File: config.mk
export PLATFORM = sky130hd
export DESIGN_NAME = noise_lfsr_multi
export DESIGN_NICKNAME = d
export VERILOG_FILES = /design/src/rtl/noise_lfsr_multi.sv
export SDC_FILE = /design/constraint.sdc
export NUM_CORES = 1
export LEC_CHECK = 0
export ABC_AREA = 1
export ABC_CLOCK_PERIOD_IN_PS = 2500
export CAP_MARGIN = 20
export CORE_MARGIN = 2
export CORE_UTILIZATION = 40
export DETAILED_ROUTE_END_ITERATION = 7
export SYNTH_ARGS = -nofsm -noshare
export SYNTH_HDL_FRONTEND = slang
export SYNTH_SLANG_ARGS = --single-unit
File: constraint.sdc
create_clock -name clk -period 2.5 [get_ports clk]
set_clock_uncertainty 0.05 [all_clocks]
set_input_delay 0.5 -clock clk [delete_from_list [all_inputs] [get_ports clk]]
set_output_delay 0.5 -clock clk [all_outputs]
set_load 0.05 [all_outputs]
File: src/rtl/noise_lfsr_multi.sv
`timescale 1ns/1ps
// ---------------------------------------------------------------------------
// noise_lfsr_multi
//   SN76489-family noise channel with a runtime-selectable LFSR variant
//   (BBC/SG-1000, SMS/Genesis, Tandy). A half-rate phase flip-flop makes the
//   LFSR shift on every second divider wrap. In NF=11 the phase is clocked by
//   tone channel 3 wrap pulses instead of the private divider.
//
// Ports
//   clk          in   1   rising-edge clock
//   rst_n        in   1   asynchronous active-low reset
//   en           in   1   divider tick enable (master/16 strobe)
//   ctrl_we      in   1   write strobe for the noise control register
//   ctrl         in   3   {FB, NF1, NF0}
//   tap_mode     in   2   0=BBC, 1=SMS, 2=Tandy, 3=reserved (behaves as BBC)
//   tone3_wrap   in   1   one-cycle pulse per tone channel 3 wrap
//   out          out  1   noise bit (lfsr[0])
//   shift_strobe out  1   high in the cycle a new LFSR value is visible
//   lfsr_state   out  16  LFSR contents; bit 15 is 0 in 15-bit modes
// ---------------------------------------------------------------------------
module noise_lfsr_multi #(
    parameter int unsigned COUNTER_BITS = 10,
    parameter int unsigned N0           = 16,
    parameter int unsigned N1           = 32,
    parameter int unsigned N2           = 64
) (
    input  logic        clk,
    input  logic        rst_n,
    input  logic        en,
    input  logic        ctrl_we,
    input  logic [2:0]  ctrl,
    input  logic [1:0]  tap_mode,
    input  logic        tone3_wrap,
    output logic        out,
    output logic        shift_strobe,
    output logic [15:0] lfsr_state
);

    typedef enum logic [1:0] {
        TAP_BBC   = 2'd0,
        TAP_SMS   = 2'd1,
        TAP_TANDY = 2'd2,
        TAP_RSVD  = 2'd3
    } tap_e;

    typedef enum logic [1:0] {
        NF_N0    = 2'd0,
        NF_N1    = 2'd1,
        NF_N2    = 2'd2,
        NF_TONE3 = 2'd3
    } nf_e;

    // Seed is a single 1 in the top bit of the active register width.
    function automatic logic [15:0] seed_of(input tap_e t);
        return (t == TAP_SMS) ? 16'h8000 : 16'h4000;
    endfunction

    // Counter reload value; NF=11 never counts, so its value is irrelevant.
    function automatic logic [COUNTER_BITS-1:0] reload_of(input nf_e nf);
        logic [COUNTER_BITS-1:0] v;
        case (nf)
            NF_N1:   v = COUNTER_BITS'(N1 - 1);
            NF_N2:   v = COUNTER_BITS'(N2 - 1);
            default: v = COUNTER_BITS'(N0 - 1);
        endcase
        return v;
    endfunction

    logic [2:0]              r_ctrl;
    tap_e                    r_tap;
    logic                    r_phase;
    logic [COUNTER_BITS-1:0] r_counter;
    logic [15:0]             r_lfsr;
    logic                    r_strobe;

    nf_e         w_nf;
    logic        w_white;
    logic        w_tone3;
    logic        w_wrap;
    logic        w_toggle;
    logic        w_shift;
    logic        w_tap_bit;
    logic        w_in_bit;
    logic [15:0] w_lfsr_shift;
    logic [15:0] w_lfsr_next;

    assign w_nf    = nf_e'(r_ctrl[1:0]);
    assign w_white = r_ctrl[2];
    assign w_tone3 = (w_nf == NF_TONE3);
    assign w_wrap  = en && (r_counter == '0);

    // Phase source: tone3 pulses in NF=11, divider wraps otherwise.
    assign w_toggle = w_tone3 ? tone3_wrap : w_wrap;
    // Only the 0->1 phase edge shifts, halving the toggle rate.
    assign w_shift  = w_toggle && !r_phase;

    always_comb begin
        w_tap_bit = r_lfsr[1];
        case (r_tap)
            TAP_SMS:   w_tap_bit = r_lfsr[3];
            TAP_TANDY: w_tap_bit = r_lfsr[4];
            default:   w_tap_bit = r_lfsr[1];
        endcase

        w_in_bit = w_white ? (r_lfsr[0] ^ w_tap_bit) : r_lfsr[0];

        if (r_tap == TAP_SMS) begin
            w_lfsr_shift = {w_in_bit, r_lfsr[15:1]};
        end else begin
            w_lfsr_shift = {1'b0, w_in_bit, r_lfsr[14:1]};
        end

        // An all-zero register would lock up the white generator; reseed it.
        if (w_white && (r_lfsr == '0)) begin
            w_lfsr_next = seed_of(r_tap);
        end else begin
            w_lfsr_next = w_lfsr_shift;
        end
    end

    always_ff @(posedge clk or negedge rst_n) begin
        if (!rst_n) begin
            r_ctrl    <= '0;
            r_tap     <= TAP_BBC;
            r_phase   <= 1'b0;
            r_counter <= COUNTER_BITS'(N0 - 1);
            r_lfsr    <= 16'h4000;
            r_strobe  <= 1'b0;
        end else if (ctrl_we) begin
            // A register write overrides any shift due in the same cycle.
            r_ctrl    <= ctrl;
            r_tap     <= tap_e'(tap_mode);
            r_phase   <= 1'b0;
            r_counter <= reload_of(nf_e'(ctrl[1:0]));
            r_lfsr    <= seed_of(tap_e'(tap_mode));
            r_strobe  <= 1'b0;
        end else begin
            r_strobe <= w_shift;
            if (w_toggle) begin
                r_phase <= ~r_phase;
            end
            if (!w_tone3 && en) begin
                if (r_counter == '0) begin
                    r_counter <= reload_of(w_nf);
                end else begin
                    r_counter <= r_counter - COUNTER_BITS'(1);
                end
            end
            if (w_shift) begin
                r_lfsr <= w_lfsr_next;
            end
        end
    end

    assign out          = r_lfsr[0];
    assign shift_strobe = r_strobe;
    assign lfsr_state   = r_lfsr;

endmodule

==> impl_metrics.json, run 1 <==
{
  "status": "completed",
  "post_cts_resized": 0,
  "min_period_over_period_pct": 87.16,
  "drv_slew": 0,
  "relSlewSlack_pct": 65.88,
  "initial_utilization_pct": 41.52,
  "portBuffers": 27,
  "wirelength_um": 3723,
  "io_pins": 28,
  "worstSkewPairLatency_ns": 0.27,
  "path_max_fanout": 3,
  "hpwl_um": 2657,
  "grt_usage_pct": 15.81,
  "ys_warn_count": 0,
  "holdBufCountCts": 0,
  "max_stage_delay_ns": 0.80,
  "p_int_mw": 0.8828,
  "final_cells": 308,
  "fin_tns_setup_ns": 0,
  "cp_top_family": "buffers and inverters",
  "cts_post_setup_buffers_inserted": 0,
  "first_iter_violations": 108,
  "fin_nets": 271,
  "synthCells": 223,
  "reg2reg_slack_ns": 0.55,
  "worstHoldStart": "r_counter[0]$_DFFE_PN1P_",
  "crit_start": "lfsr_state[14]$_DFFE_PN1P_",
  "hold_viol_final": 0,
  "finalPower_mw": 1.224,
  "areaGrowthSynthToFinish_pct": 22.44,
  "timing.rr.start": "r_counter[0]$_DFFE_PN1P_",
  "setup_violations": 0,
  "core_region_area_mm2": 0.004324,
  "antenna_found_initial": 0,
  "dp.cells": 300,
  "static-leakage-power_nw": 1.047,
  "firstDrtPassIters": 4,
  "antenna_left": 0,
  "max_freq_mhz": 458.9,
  "cts_buffers": 5,
  "yosysUniqueCellTypes": 28,
  "pre_cts_ws_ns": 0.2776,
  "die_y_um": 71.00,
  "diodes": 0,
  "ys_seq_area_share_pct": 46.34,
  "pwr-share-clk_pct": 33.2,
  "critical_path.startpoint_type": "register",
  "globalplace.congestion": 0.8145,
  "power_frac_comb_pct": 16.5,
  "path_cells": "clkdlybuf4s50_1",
  "syn_area_mm2": 0.001795,
  "cts.sinks": 33,
  "worstMarginPinSlew_ns": 0.5102,
  "rows": 24,
  "cap_viol_max_count": 0,
  "grt_first_pass_wirelength_um": 6285,
  "multi_input_area_um2": 813.3,
  "cts_root_buffer": "clkbuf_8",
  "worst-path-buf-inv": 1,
  "synth.largest_area_cell": "dfrtp_1",
  "stdcell_area_mm2": 0.002198,
  "required_ns": 1.95,
  "rsz0062_at_grt": "false",
  "power.density_mw_per_mm2": 556.7,
  "die-area_mm2": 0.005040,
  "regArea_um2": 832.0,
  "die_x_um": 71.00,
  "reg2regPathDepth": 13,
  "cpMaxStageDelayCell": "clkdlybuf4s50_1",
  "arrival_ns": 1.63,
  "worstSetupPathType": "register to primary output",
  "grt_pass1_vias": 1340,
  "fillers": 432,
  "timing.rr.end": "lfsr_state[10]$_DFFE_PN0P_",
  "hold_depth": 2,
  "grt_overflow": 0,
  "endpoint_kind": "primary output",
  "place_area_mm2": 0.002108,
  "ys_top_cells_by_area": "dfrtp_1 39%, nand2_1 15%, dfstp_2 7.3%",
  "hold_end": "r_counter[0]$_DFFE_PN1P_",
  "p_seq_share_pct": 50.3,
  "drive_above_1_share_pct": 10.55,
  "synth_top_area_share_pct": 39.02,
  "switching_share_pct": 27.87,
  "synthesis.nets": 239,
  "synth_seq_cells": 33,
  "cts.clk_slew.worst_paths_ns": 0.07,
  "vias": 1459,
  "ir_drop_mv": 0.3935,
  "worst_slack_ns": 0.3211,
  "avgSynthCellArea_um2": 8.051,
  "grt_start_max_net_pins": 34,
  "cts_tree": "done",
  "htreeDepth": 2,
  "drc": 0,
  "via_per_inst": 4.737,
  "post_drt_wl_per_cell_um": 12.09,
  "hp-class": "register to register",
  "fin_crit_ns": 2.179,
  "switchingPower_mw": 0.3411,
  "clockBufferDepth": 2
}
power by group through the flow:
stage	Clock, mW	Sequential, mW	Combinational, mW
final	0.406	0.616	0.202
after global routing	0.451	0.621	0.231
after CTS	0.421	0.616	0.206
after detailed placement	0	0.625	0.204
after global placement	0	0.626	0.201
after floorplan	0	0.638	0.121
placed cells by master (no fill, tap or decap), drive strengths merged:
cell type / count
nand4: 2
nor2: 23
nand3: 12
buf: 2
nor3: 5
o22ai: 1
inv: 29
nand3b: 1
clkbuf: 8
xnor2: 1
ha: 6
dfrtp: 28
dfstp: 5
clkinv: 1
o211ai: 1
o21ai: 16
clkdlybuf4s50: 27
a21oi: 6
xor2: 4
nand2: 78
layer usage:
layer / global-route usage [%] / share of wire, % / routed length (um)
met1: 23.26 / 52 / 1952
met2: 22.53 / 43 / 1600
met3: 4.843 / 3.9 / 145
met4: 4.403 / 0.67 / 25
met5: 0 / 0 / 0
cells in the mapped netlist:
cell type and instances:
nor2_1 17, nor3_1 5, a21oi_1 6, clkinv_1 1, nand3_4 1, buf_8 1, buf_4 1, dfstp_2 5
nor2_8 1, nand4_1 2, nand3_1 11, o21ai_2 2, buf_6 1, nand2_4 2, nand2_1 73, nand2_2 3
nor2_2 2, o22ai_1 1, o21ai_0 14, inv_1 29, dfrtp_1 28, xnor2_1 1, nand3b_1 1, o211ai_1 1
xor2_1 4, ha_1 6, clkbuf_1 1, nor2_4 3
kinds of logic (layout without fill, tap and decap cells):
group / Yosys count / in the layout / synth area share [%]
flops: 33 / 33 / 46.34
xor+xnor: 5 / 5 / 2.439
fa+ha+maj: 6 / 6 / 4.181
buf+inv: 34 / 67 / 8.362
simple gates: 121 / 121 / 31.36
compound gates: 24 / 24 / 7.318
metrics by stage:
step / hold WS, ns / utilization [%]
after floorplan: 0.1544 / -
after global routing: 0.4949 / 50.84
final: 0.4634 / 50.84
after detailed placement: 0.4535 / 48.76
after CTS: 0.4700 / 50.84
after global placement: 0.4233 / 48.76
registers in the layout, summed over array words and instances (netlist names):
register,cells
r_ctrl,3
shift_strobe,1
r_counter,10
r_phase,1
lfsr_state,16
r_tap,2
cell type report:
type                    instances  area share [%]
clock buffers                   8           4.098
inverters                      30           5.122
multi-input cells             156           36.99
flip-flops and latches         33           37.85
well taps                      52           2.960
repair buffers                 29           12.98
worst reg2reg max path, cell delays in order, from the launching register on:
cell     delay [ns]
dfstp_2        0.54
inv_1          0.05
ha_1           0.20
inv_1          0.11
nor2_4         0.04
nand2_2        0.10
nor2_4         0.07
nand3_4        0.07
nand2_4        0.05
nand2_4        0.10
nand2_2        0.15
inv_1          0.22
nand2_1        0.07
nand2_1        0.06
how the worst max path moves through the flow:
stage / endpoint / slack (ns) / cells after the start
global placement: lfsr_state[15]$_DFFE_PN0P_ / 0.32 / 10
finish: lfsr_state[14] / 0.32 / 1
global route: lfsr_state[14] / 0.26 / 1
floorplan: lfsr_state[15]$_DFFE_PN0P_ / 0.81 / 13
detailed placement: lfsr_state[10]$_DFFE_PN0P_ / 0.28 / 10
CTS: lfsr_state[14] / 0.31 / 1
Note: power is estimated with default switching activity, not from simulation.
==> run 2: changes to the inputs <==
--- a/config.mk
+++ b/config.mk
@@ -8,7 +8,6 @@
 export ABC_AREA = 1
 export ABC_CLOCK_PERIOD_IN_PS = 2500
 export CAP_MARGIN = 20
-export CORE_MARGIN = 2
 export CORE_UTILIZATION = 40
 export DETAILED_ROUTE_END_ITERATION = 7
 export SYNTH_ARGS = -nofsm -noshare
==> impl_metrics.json, run 2 (synthesis gave the netlist of run 1 again) <==
{
  "antenna_left": 0,
  "post_cts_resized": 0,
  "cap_viol_max_count": 0,
  "worstSetupPathType": "register to primary output",
  "grt_usage_pct": 18.81,
  "largest_reg_flops": 16,
  "vias": 1489,
  "cp_top_family": "buffers and inverters",
  "grt_first_pass_wirelength_um": 6492,
  "cts_root_buffer": "clkbuf_8",
  "hp-class": "register to register",
  "static-leakage-power_nw": 1.060,
  "final_cells": 307,
  "via_per_inst": 4.850,
  "ir_drop_mv": 0.3503,
  "die_y_um": 69.00,
  "hold_viol_final": 0,
  "io_pins": 28,
  "clockBufferDepth": 2,
  "areaGrowthSynthToFinish_pct": 23.34,
  "cpMaxStageDelayCell": "clkdlybuf4s50_1",
  "drv_slew": 0,
  "cts_tree": "done",
  "dp.cells": 299,
  "cts_post_setup_buffers_inserted": 0,
  "worst-path-buf-inv": 1,
  "status": "completed",
  "drc": 0,
  "cp.depth": 1,
  "critical_path.startpoint_type": "register",
  "required_ns": 1.95,
  "portBuffers": 27,
  "cts_buffers": 5,
  "rsz0062_at_grt": "false",
  "htreeDepth": 2,
  "arrival_ns": 1.63,
  "die_x_um": 69.00,
  "cts.sinks": 33,
  "holdBufCountCts": 0,
  "worstMarginPinSlew_ns": 0.4961,
  "antenna_found_initial": 0,
  "post_drt_wl_per_cell_um": 12.46,
  "diodes": 0,
  "cts.clk_slew.worst_paths_ns": 0.07,
  "initial_utilization_pct": 43.33,
  "min_period_over_period_pct": 87.35,
  "final_cell_mix": "73 x nand2_1, 29 x inv_1, 28 x dfrtp_1, 27 x clkdlybuf4s50_1, 17 x nor2_1",
  "setup_violations": 0,
  "reg2reg_slack_ns": 0.54,
  "relSlewSlack_pct": 66.82,
  "fillers": 416,
  "fin_nets": 272,
  "max_stage_delay_ns": 0.80,
  "worstSkewPairLatency_ns": 0.29,
  "grt_start_max_net_pins": 34,
  "path_max_fanout": 3,
  "finalPower_mw": 1.270,
  "hold_depth": 2,
  "fin_crit_ns": 2.184,
  "first_iter_violations": 107,
  "reg2regPathDepth": 13,
  "mostFrequentLayoutCell": "nand2_1",
  "power.density_mw_per_mm2": 573.6,
  "core_region_area_mm2": 0.004144,
  "die-area_mm2": 0.004760,
  "globalplace.congestion": 0.8073,
  "grt_overflow": 0,
  "endpoint_kind": "primary output",
  "drive_above_1_share_pct": 11.67,
  "hpwl_um": 2726,
  "wirelength_um": 3826,
  "path_cells": "clkdlybuf4s50_1",
  "grt_pass1_vias": 1412,
  "firstDrtPassIters": 4,
  "max_freq_mhz": 457.9,
  "rows": 23,
  "fin_tns_setup_ns": 0
}
==> run 2: cell count changes in the layout (fill, tap and decap cells not counted) <==
cell / change
clkbuf_1: -2
clkinv_2: +1
clkbuf_8: +1
buf_4: +1
==> run 2: layout make-up <==
cell class	instances	area, um2	area share, %
clock buffer	7	96.34	4.350
multi-input combinational	156	813.3	36.72
timing repair buffer	30	292.8	13.22
tap	50	62.56	2.825
inverter	30	112.6	5.085
clock inverter	1	5.005	0.2260
sequential	33	832.0	37.57
==> run 2: path summary, 6_finish.rpt <==
kind | from | endpoint
setup / recovery | lfsr_state[14]$_DFFE_PN1P_ | lfsr_state[14]
hold / removal | r_counter[7]$_DFFE_PN0P_ | r_counter[7]$_DFFE_PN0P_
setup reg to reg | r_counter[0]$_DFFE_PN1P_ | lfsr_state[9]$_DFFE_PN0P_
hold reg to reg | r_counter[7]$_DFFE_PN0P_ | r_counter[7]$_DFFE_PN0P_
max in group asynchronous | rst_n | lfsr_state[14]$_DFFE_PN1P_
min in group asynchronous | rst_n | r_counter[9]$_DFFE_PN0P_
==> run 2: report_power, final <==
group	total, mW	internal, mW	switching, mW
Sequential	0.617	0.582	0.0350
Combinational	0.204	0.0772	0.127
Clock	0.449	0.249	0.200
==> run 2: layer usage <==
layer | GRT usage (%) | share of wire, %
met1 | 26.20 | 51
met2 | 27.79 | 42
met3 | 3.947 | 4.4
met4 | 8.418 | 2.1
met5 | 0 | 0
==> run 2: through the flow <==
stage               util, %  setup WS (ns)  area [um2]  hold WS (ns)
global route          53.44         0.2917        2215        0.5039
CTS                   53.44         0.2983        2215        0.4445
finish                53.44         0.3162        2215        0.4451
detailed placement    51.00         0.3049        2113        0.4267
global placement      51.00         0.3245        2113        0.4201
floorplan                 -         0.8093        1795        0.1544
